[src/rtl/freq_gate_counter_pkg.sv]
// Shared definitions for the frequency counter datapath and its display converter.
package freq_pkg;

   localparam int WIDTH_DEFAULT  = 12;
   localparam int CLK_HZ_DEFAULT = 100_000_000;

   typedef logic [WIDTH_DEFAULT-1:0] count_t;

   function automatic logic [31:0] max_count(input int unsigned width);
      return (32'd1 << width) - 32'd1;
   endfunction

endpackage

[src/rtl/freq_gate_counter_sync_edge_detect.sv]
// Two-flop synchronizer plus delay flop; emits one registered pulse per rising transition.
module sync_edge_detect (
   input  logic clk,
   input  logic rst,
   input  logic async_in,
   output logic edge_pulse
);

   logic sync1_q, sync1_d;
   logic sync2_q, sync2_d;
   logic dly_q, dly_d;
   logic pulse_q, pulse_d;

   // Pulse is registered so a rise first sampled at edge n lands in the counter at edge n+3.
   always_comb begin
      sync1_d = async_in;
      sync2_d = sync1_q;
      dly_d   = sync2_q;
      pulse_d = sync2_q & ~dly_q;
   end

   always_ff @(posedge clk or posedge rst) begin
      if (rst) begin
         sync1_q <= 1'b0;
         sync2_q <= 1'b0;
         dly_q   <= 1'b0;
         pulse_q <= 1'b0;
      end else begin
         sync1_q <= sync1_d;
         sync2_q <= sync2_d;
         dly_q   <= dly_d;
         pulse_q <= pulse_d;
      end
   end

   assign edge_pulse = pulse_q;

endmodule

[src/rtl/freq_gate_counter.sv]
// Counts rising edges of sig_in over a fixed gate window and latches the saturated result.
module freq_gate_counter
   import freq_pkg::*;
#(
   parameter int CLK_HZ      = CLK_HZ_DEFAULT,
   parameter int GATE_CYCLES = 100_000_000,
   parameter int WIDTH       = WIDTH_DEFAULT
) (
   input  logic             clk,
   input  logic             rst,
   input  logic             sig_in,
   output logic [WIDTH-1:0] count_out,
   output logic             valid,
   output logic             overflow
);

   localparam int GW = $clog2(GATE_CYCLES);
   localparam logic [GW-1:0]    GATE_LAST = GW'(GATE_CYCLES - 1);
   localparam logic [WIDTH-1:0] CNT_MAX   = WIDTH'(max_count(WIDTH));

   if (GATE_CYCLES < 4 || CLK_HZ < 1) begin : g_bad_params
      $error("freq_gate_counter: GATE_CYCLES must be >= 4 and CLK_HZ positive");
   end

   logic             edge_pulse;
   logic [GW-1:0]    gate_cnt_q, gate_cnt_d;
   logic [WIDTH-1:0] edge_cnt_q, edge_cnt_d;
   logic             sat_q, sat_d;
   logic [WIDTH-1:0] count_q, count_d;
   logic             ovf_q, ovf_d;
   logic             valid_q, valid_d;
   logic             close;
   logic             at_max;

   sync_edge_detect u_sync (
      .clk        (clk),
      .rst        (rst),
      .async_in   (sig_in),
      .edge_pulse (edge_pulse)
   );

   always_comb begin
      close      = (gate_cnt_q == GATE_LAST);
      at_max     = (edge_cnt_q == CNT_MAX);
      gate_cnt_d = close ? '0 : gate_cnt_q + 1'b1;
      edge_cnt_d = edge_cnt_q;
      sat_d      = sat_q;
      count_d    = count_q;
      ovf_d      = ovf_q;
      valid_d    = 1'b0;

      if (edge_pulse) begin
         if (at_max) sat_d = 1'b1;
         else        edge_cnt_d = edge_cnt_q + 1'b1;
      end

      // A pulse coincident with close has already been folded into edge_cnt_d/sat_d.
      if (close) begin
         count_d    = edge_cnt_d;
         ovf_d      = sat_d;
         valid_d    = 1'b1;
         edge_cnt_d = '0;
         sat_d      = 1'b0;
      end
   end

   always_ff @(posedge clk or posedge rst) begin
      if (rst) begin
         gate_cnt_q <= '0;
         edge_cnt_q <= '0;
         sat_q      <= 1'b0;
         count_q    <= '0;
         ovf_q      <= 1'b0;
         valid_q    <= 1'b0;
      end else begin
         gate_cnt_q <= gate_cnt_d;
         edge_cnt_q <= edge_cnt_d;
         sat_q      <= sat_d;
         count_q    <= count_d;
         ovf_q      <= ovf_d;
         valid_q    <= valid_d;
      end
   end

   assign count_out = count_q;
   assign overflow  = ovf_q;
   assign valid     = valid_q;

endmodule

[config.mk]
export PLATFORM = sky130hd
export DESIGN_NAME = freq_gate_counter
export DESIGN_NICKNAME = d
export VERILOG_FILES = /design/src/rtl/freq_gate_counter_pkg.sv /design/src/rtl/freq_gate_counter_sync_edge_detect.sv /design/src/rtl/freq_gate_counter.sv
export SDC_FILE = /design/constraint.sdc
export NUM_CORES = 1
export LEC_CHECK = 0
export BUFFER_PORTS_ARGS = -buffer_cell sky130_fd_sc_hd__buf_2
export CORE_ASPECT_RATIO = 1.75
export CORE_MARGIN = 3
export CORE_UTILIZATION = 31
export DETAILED_ROUTE_END_ITERATION = 8
export HOLD_SLACK_MARGIN = 0.03
export SYNTH_ARGS = -nofsm -noshare
export SYNTH_HDL_FRONTEND = slang
export SYNTH_SLANG_ARGS = --single-unit
export TNS_END_PERCENT = 50
[constraint.sdc]
create_clock -name clk -period 1.8 [get_ports clk]
set_input_delay 0.36 -clock clk [delete_from_list [all_inputs] [get_ports clk]]
set_output_delay 0.36 -clock clk [all_outputs]
set_load 0.02 [all_outputs]
==> metrics, run 1 <==
Top Ports=17; Num Clock Sinks=58; Most Crowded Layer GR=met2; tightest slew margin relative to the limit=0.5351; vertical die dimension=between 100 and 150 um; clock tree buffer depth=2; final setup violation count=8; number of flops mapped to enable cells by yosys=0; number of nets at the end of the flow=around 340; kind of start point of the critical path=flip-flop; synth warn=0; post-route DRC violation count=0; Starting DRT DRC Count=around 190; root buffer cell=clkbuf_16; number of nets produced by synthesis=266; GRT Resource Usage Total=0.1567; Detailed Route WL=about 7.4 mm; met2 Usage GRT=0.3078; skew final=0.004090 ns; number of hold-repair buffers added at the cts stage=0; Fin. Hold Viols=0; Tcrit/Tclk final=1.035; GR Overflow Total=0; Final WS setup=-0.06377 ns; number of synthesized register bits=just under 60; core outline area=~8400 um2; number of buffers created by CTS=9; relative area change from synthesis to final layout=35.68%; Pins Over Slew Limit=0; Seq/Total Area, Yosys=0.5333; required time reported for the critical path endpoint=between 2 and 2.5 ns; Post-synth ARST share=1.000; via count=2380; number of standard-cell rows in the floorplan=44; status=finished with violations; Filler Cells Inserted=between 700 and 800; highest-count cells in the layout ignoring fill and taps=dfrtp_1, buf_4, nor2_1; arrival time at the worst endpoint=~2.1 ns; Place WS=-0.04934 ns; CTS tree=built; Worst Setup End Kind=flip-flop; wire per inst=16.43 um; first-pass GRT wire length=around 12 mm; met1 demand-to-capacity share in global routing=0.1471; LEAKAGE=~1.7 nW; clock input transition at the sequential cells of the worst setup and hold paths=~0.05 ns; mapped cell area=about 2700 um2; fraction of layout cells with a size suffix above 1=0.3164; post-layout total power=between 3 and 4 mW; Antenna Cells=0; post-synthesis average cell area=roughly 10 um2; most common cell after layout, fill and taps aside=dfrtp_1; DR pass1 iterations=4; antenna violation net count after detailed routing=0; number of distinct library cells after synthesis=43; max-capacitance violation count=0; peak clock frequency supported by timing=approximately 540 MHz; dpl hpwl=5.316 mm; transition time of the tightest slew-check pin=0.6963 ns; type of the tightest min-delay check=input port to flip-flop; later-pin clock latency in the skew report=about 0.33 ns; initial antenna violation count=0; VDD IR max=just over 0.0007 V; floorplan die area=roughly 10000 um2; category of the most critical setup path=flip-flop to flip-flop; cells after synthesis=261; failing checks=setup timing; detail-routed via count per cell=5.289; Final Wtd Congestion=around 0.93; pwr/cell area=around 900 nW/um2; overall die width=about 77 um; top_reg_cell synth=dfrtp_1; maximum net fanout on the critical path=5; unrepaired setup endpoints after global routing=true; count of input and output buffers=16; initial core utilization=0.3231; clock period minus final worst setup slack=between 1.5 and 2 ns; H-Tree Level Count=3; maximum number of pins on one net before global-route repair=31; vias in the first global route=between 2000 and 2500; met3 global-route usage=0.03177
-- final timing paths --
path	start	end	slack [ns]	cells after the start
setup / recovery	gate_cnt_q[20]	gate_cnt_q[26]	-0.06	4
hold / removal	sig_in	u_sync.sync1_q	0.14	1
setup reg to reg	gate_cnt_q[20]	gate_cnt_q[26]	-0.06	4
hold reg to reg	u_sync.sync1_q	u_sync.dly_d	0.36	0
max in group asynchronous	rst	edge_cnt_q[6]	1.10	3
min in group asynchronous	rst	u_sync.edge_pulse	0.15	2
-- report_power, final --
part           internal [mW]  switching (mW)  total [mW]  leakage, nW
Sequential              1.38          0.0858        1.47        0.776
Combinational          0.100           0.156       0.256        0.768
Clock                   1.04           0.566        1.60        0.143
-- per-stage QoR --
step | cell area (um2) | std cells | setup TNS, ns | utilization | hold WS (ns)
2_1_floorplan | 2741 | 261 | -0.06602 | - | 0.3312
5_1_grt | 3692 | 450 | -1.310 | 0.4384 | 0.1248
3_3_place_gp | 3281 | 427 | -0.03594 | 0.3895 | 0.3424
6_report | 3692 | 450 | -0.2195 | 0.4384 | 0.1396
3_5_place_dp | 3281 | 427 | -0.1879 | 0.3895 | 0.3448
4_1_cts | 3616 | 448 | -0.07772 | 0.4293 | 0.1234
-- cell families (layout without fill, tap and decap cells) --
family / Yosys count / in the layout / share of synthesized area
and+or+nand+nor: 107 / 108 / 0.2239
xor gates and xnor gates: 14 / 14 / 0.04506
muxes: 10 / 10 / 0.03770
DFF: 58 / 58 / 0.5333
adders and majority gates: 2 / 2 / 0.009194
AOI/OAI and AO/OA: 58 / 58 / 0.1255
buffers and inverters: 12 / 85 / 0.02529
-- repair_timing --
| action | in CTS | in global routing |
|---|---|---|
| setup buffers | 4 | 2 |
| pin swaps | 3 | 2 |
| resized for setup | 3 | 13 |
| gates cloned | 1 | 1 |
| endpoints found under the setup margin | 9 | 30 |
-- critical path, cell delays in order, from the launching register on --
cell	delay (ns)
dfrtp_1	0.39
nand4_1	0.15
or4_4	0.58
or4_1	0.51
a21oi_1	0.15
-- synthesized netlist by cell type (2+ instances only) --
master / number / area share
dfrtp_1: 58 / 0.53
o21ai_0: 21 / 0.039
nor2_1: 20 / 0.028
a21oi_1: 17 / 0.031
nand3_1: 17 / 0.031
nand2_1: 13 / 0.018
nand4_1: 12 / 0.028
mux2i_1: 8 / 0.029
nor3_1: 7 / 0.013
xnor2_1: 7 / 0.023
xor2_1: 7 / 0.023
a31oi_1: 6 / 0.014
and3_1: 6 / 0.014
o31ai_1: 6 / 0.017
and4_1: 5 / 0.016
inv_1: 5 / 0.0069
nor4_1: 4 / 0.0092
or3_1: 4 / 0.0092
and2_1: 3 / 0.0069
and3_2: 3 / 0.0083
buf_6: 3 / 0.012
clkbuf_1: 3 / 0.0041
ha_1: 2 / 0.0092
mux2_2: 2 / 0.0083
or3_2: 2 / 0.0055
or4_1: 2 / 0.0055
or4_4: 2 / 0.0083
-- per-layer routing --
metal  share of wire  up-vias
met5               0        -
met4           0.024        0
met3           0.024       13
met2            0.58       53
met1            0.37     1194
li1                -     1120
-- area by class of cell --
cell class	count	area [um2]	share of cell area
well taps	115	143.9	0.03897
clock buffers	14	274.0	0.07421
inverters	5	18.77	0.005083
repair buffers	64	515.5	0.1396
flip-flops and latches	58	1451	0.3931
multi-input cells	192	1279	0.3463
clock inverters	2	10.01	0.002711
-- sequential cells by signal, summed over array words and instances (netlist names) --
name	flops
u_sync.edge_pulse	1
gate_cnt_q	27
edge_cnt_q	12
count_out	12
u_sync.sync1_q	1
sat_q	1
u_sync.dly_q	1
valid	1
u_sync.dly_d	1
overflow	1
Note: power is estimated with default switching activity, not from simulation.
==> run 2: changes to the inputs <==
--- a/config.mk
+++ b/config.mk
@@ -6,11 +6,13 @@
 export NUM_CORES = 1
 export LEC_CHECK = 0
 export BUFFER_PORTS_ARGS = -buffer_cell sky130_fd_sc_hd__buf_2
+export CAP_MARGIN = 20
 export CORE_ASPECT_RATIO = 1.75
 export CORE_MARGIN = 3
 export CORE_UTILIZATION = 31
 export DETAILED_ROUTE_END_ITERATION = 8
 export HOLD_SLACK_MARGIN = 0.03
+export SETUP_SLACK_MARGIN = 0.5
 export SYNTH_ARGS = -nofsm -noshare
 export SYNTH_HDL_FRONTEND = slang
 export SYNTH_SLANG_ARGS = --single-unit
==> run 2 against run 1 <==
  * The flow still finishes with violations (setup timing)
  * Core utilization is 2.3 points higher
  * Clock power is 20% higher
  * Sequential power about the same
  * Routed wire length up 0.66%
  * Die area did not move
  * Global-route usage increased by 0.19 points
  * Maximum frequency up 2.1%
  * Sequential share of layout area fell by 1.9 points
  * Register-to-register slack improved by 0.04 ns
  * Power grew 11%
  * Via count increased by 1.2%
  * Critical endpoint is now count_out[9]
  * Largest cell class unchanged
  * Highest routed layer unchanged
==> metrics, run 2 (synthesis results as in run 1) <==
status=finished with violations; failing checks=setup timing; unrepaired setup endpoints after global routing=true; core outline area=8423 um2 (unchanged); LEAKAGE=1.733 nW (+2.7%); floorplan die area=9983 um2 (unchanged); transition time of the tightest slew-check pin=0.4800 ns (-0.2163 ns); FF-to-FF path depth=7 (+3); Antenna Cells=0 (unchanged); clock period minus final worst setup slack=1.825 ns (-0.03920 ns); antenna violation net count after detailed routing=0 (unchanged); clock tree buffer depth=2 (unchanged); aggregate negative setup slack=-0.03040 ns (+0.1891 ns); later-pin clock latency in the skew report=0.33 ns (about the same); initial core utilization=0.3231 (unchanged); cell count after placement=422 (-1.2%); GRT Resource Usage Total=0.1586 (+0.001850); flip-flop count of the largest register after layout=27 (unchanged); category of the most critical setup path=flip-flop to flip-flop; Min Hold Slack=0.1004 ns (-0.03919 ns); family with the most delay on the worst path=buffers and inverters; dpl hpwl=4.983 mm (-6.3%); kind of start point of the critical path=flip-flop; post-route insts no fill=454 (+0.89%); number of hold-repair buffers added at the cts stage=0 (unchanged); root buffer cell=clkbuf_16; worst-path cell chain=buf_6 > nor4_4 > nand4_1 > buf_4 > buf_12 > a311oi_2 > a21oi_1; arrival time at the worst endpoint=2.02 ns (-0.10 ns); required time reported for the critical path endpoint=1.99 ns (-0.06 ns); clock input transition at the sequential cells of the worst setup and hold paths=0.05 ns (about the same); via count=2409 (+1.2%); vertical die dimension=129.9 um (unchanged); GR Overflow Total=0 (unchanged); Worst Setup End Kind=flip-flop; VDD IR max=0.0007895 V (+11%); Worst path max stage delay=0.40 ns (-0.18 ns); Detailed Route WL=7.441 mm (+0.66%); tightest slew margin relative to the limit=0.6766 (+0.1415); type of the tightest min-delay check=input port to asynchronous set/reset pin; fraction of layout cells with a size suffix above 1=0.4012 (+0.08476); vias in the first global route=2580 (+6.2%); overall die width=76.83 um (unchanged); number of buffers created by CTS=9 (unchanged); cell at the slowest stage of the critical path=dfrtp_1; initial antenna violation count=0 (unchanged); count of input and output buffers=16 (unchanged); maximum number of pins on one net before global-route repair=59 (+90%); Biggest register=gate_cnt_q; DR pass1 iterations=4 (unchanged); skew final=0.005526 ns (+0.001436 ns); number of nets at the end of the flow=339 (+1.2%); Top Ports=17 (unchanged); wire per inst=16.39 um (-0.22%); Pins Over Slew Limit=0 (unchanged); pwr/cell area=954.0 nW/um2 (+5.9%); count of buffer and inverter cells on the critical path=3 (+3); H-Tree Level Count=3 (unchanged); detail-routed via count per cell=5.306 (+0.33%); final setup violation count=3 (-5); peak clock frequency supported by timing=548.1 MHz (+2.1%); CTS tree=built; post-route DRC violation count=0 (unchanged); Starting DRT DRC Count=145 (-22%); Final Wtd Congestion=0.9254 (-0.43%); Tcrit/Tclk final=1.014 (-0.02178); max-capacitance violation count=0 (unchanged); highest-count cells in the layout ignoring fill and taps=dfrtp_1, buf_4, buf_2; number of standard-cell rows in the floorplan=44 (unchanged); maximum net fanout on the critical path=13 (+8); first-pass GRT wire length=12.22 mm (+3.0%); Fin. Hold Viols=0 (unchanged); relative area change from synthesis to final layout=42.71%; most common cell after layout, fill and taps aside=dfrtp_1; number of logic stages on the critical path including buffering=7 (+3); Num Clock Sinks=58 (unchanged); Final WS setup=-0.02457 ns (+0.03920 ns)
-- run 2: cell types whose count changed in the layout (fill, tap and decap cells not counted), sizes merged --
| cell | previous run | this run |
|---|---|---|
| clkbuf | 15 | 10 |
| inv | 5 | 4 |
| clkinvlp | 0 | 1 |
| buf | 63 | 69 |
| clkinv | 2 | 3 |
| bufinv | 0 | 3 |
| or4 | 5 | 4 |
-- run 2: what timing repair did --
action,in CTS,in global routing
buffers inserted,12,3
pin swaps,13,11
setup endpoints to repair,51,50
gates cloned,1,0
resized for setup,19,46
-- run 2: worst paths after layout --
path                                start  slack (ns)        endpoint
max                        gate_cnt_q[19]       -0.02    count_out[9]
min                                   rst        0.10   gate_cnt_q[6]
max reg2reg                gate_cnt_q[19]       -0.02    count_out[9]
min reg2reg                u_sync.sync1_q        0.36    u_sync.dly_d
max in group asynchronous             rst        1.43   edge_cnt_q[5]
min in group clk                   sig_in        0.14  u_sync.sync1_q
-- run 2: tightest hold or removal path, stage by stage --
cell	delay, ns
buf_2	0.11
clkinvlp_4	0.07
buf_12	0.28
-- run 2: power by group --
group	internal, mW	switching [mW]
sequential	1.38	0.0691
clock	1.34	0.578
combinational	0.141	0.195
-- run 2: cell type report --
type,instances,area [um2]
fill,755,4539
clock buffer,10,229.0
timing repair buffer,69,533.0
clock inverter,6,105.1
inverter,5,22.52
sequential,58,1451
multi-input combinational,191,1399
tap,115,143.9
-- run 2: metrics by stage --
| stage | power, mW | util | setup WS (ns) | area (um2) |
|---|---|---|---|---|
| after global routing | 3.848 | 0.4611 | -0.1386 | 3884 |
| after CTS | 3.709 | 0.4427 | 0.02641 | 3729 |
| after floorplan | 1.623 | - | -0.02025 | 2760 |
| after global placement | 1.733 | 0.3828 | 0.006127 | 3224 |
| after detailed placement | 1.747 | 0.3828 | -0.02597 | 3224 |
| final | 3.705 | 0.4611 | -0.02457 | 3884 |
-- run 2: routing by layer --
| layer | vias up | track usage | share of wire |
|---|---|---|---|
| li1 | 1126 | - | - |
| met3 | 24 | 0.04006 | 0.031 |
| met1 | 1208 | 0.1549 | 0.36 |
| met4 | 0 | 0.09178 | 0.032 |
| met2 | 51 | 0.2996 | 0.58 |
| met5 | - | 0 | 0 |
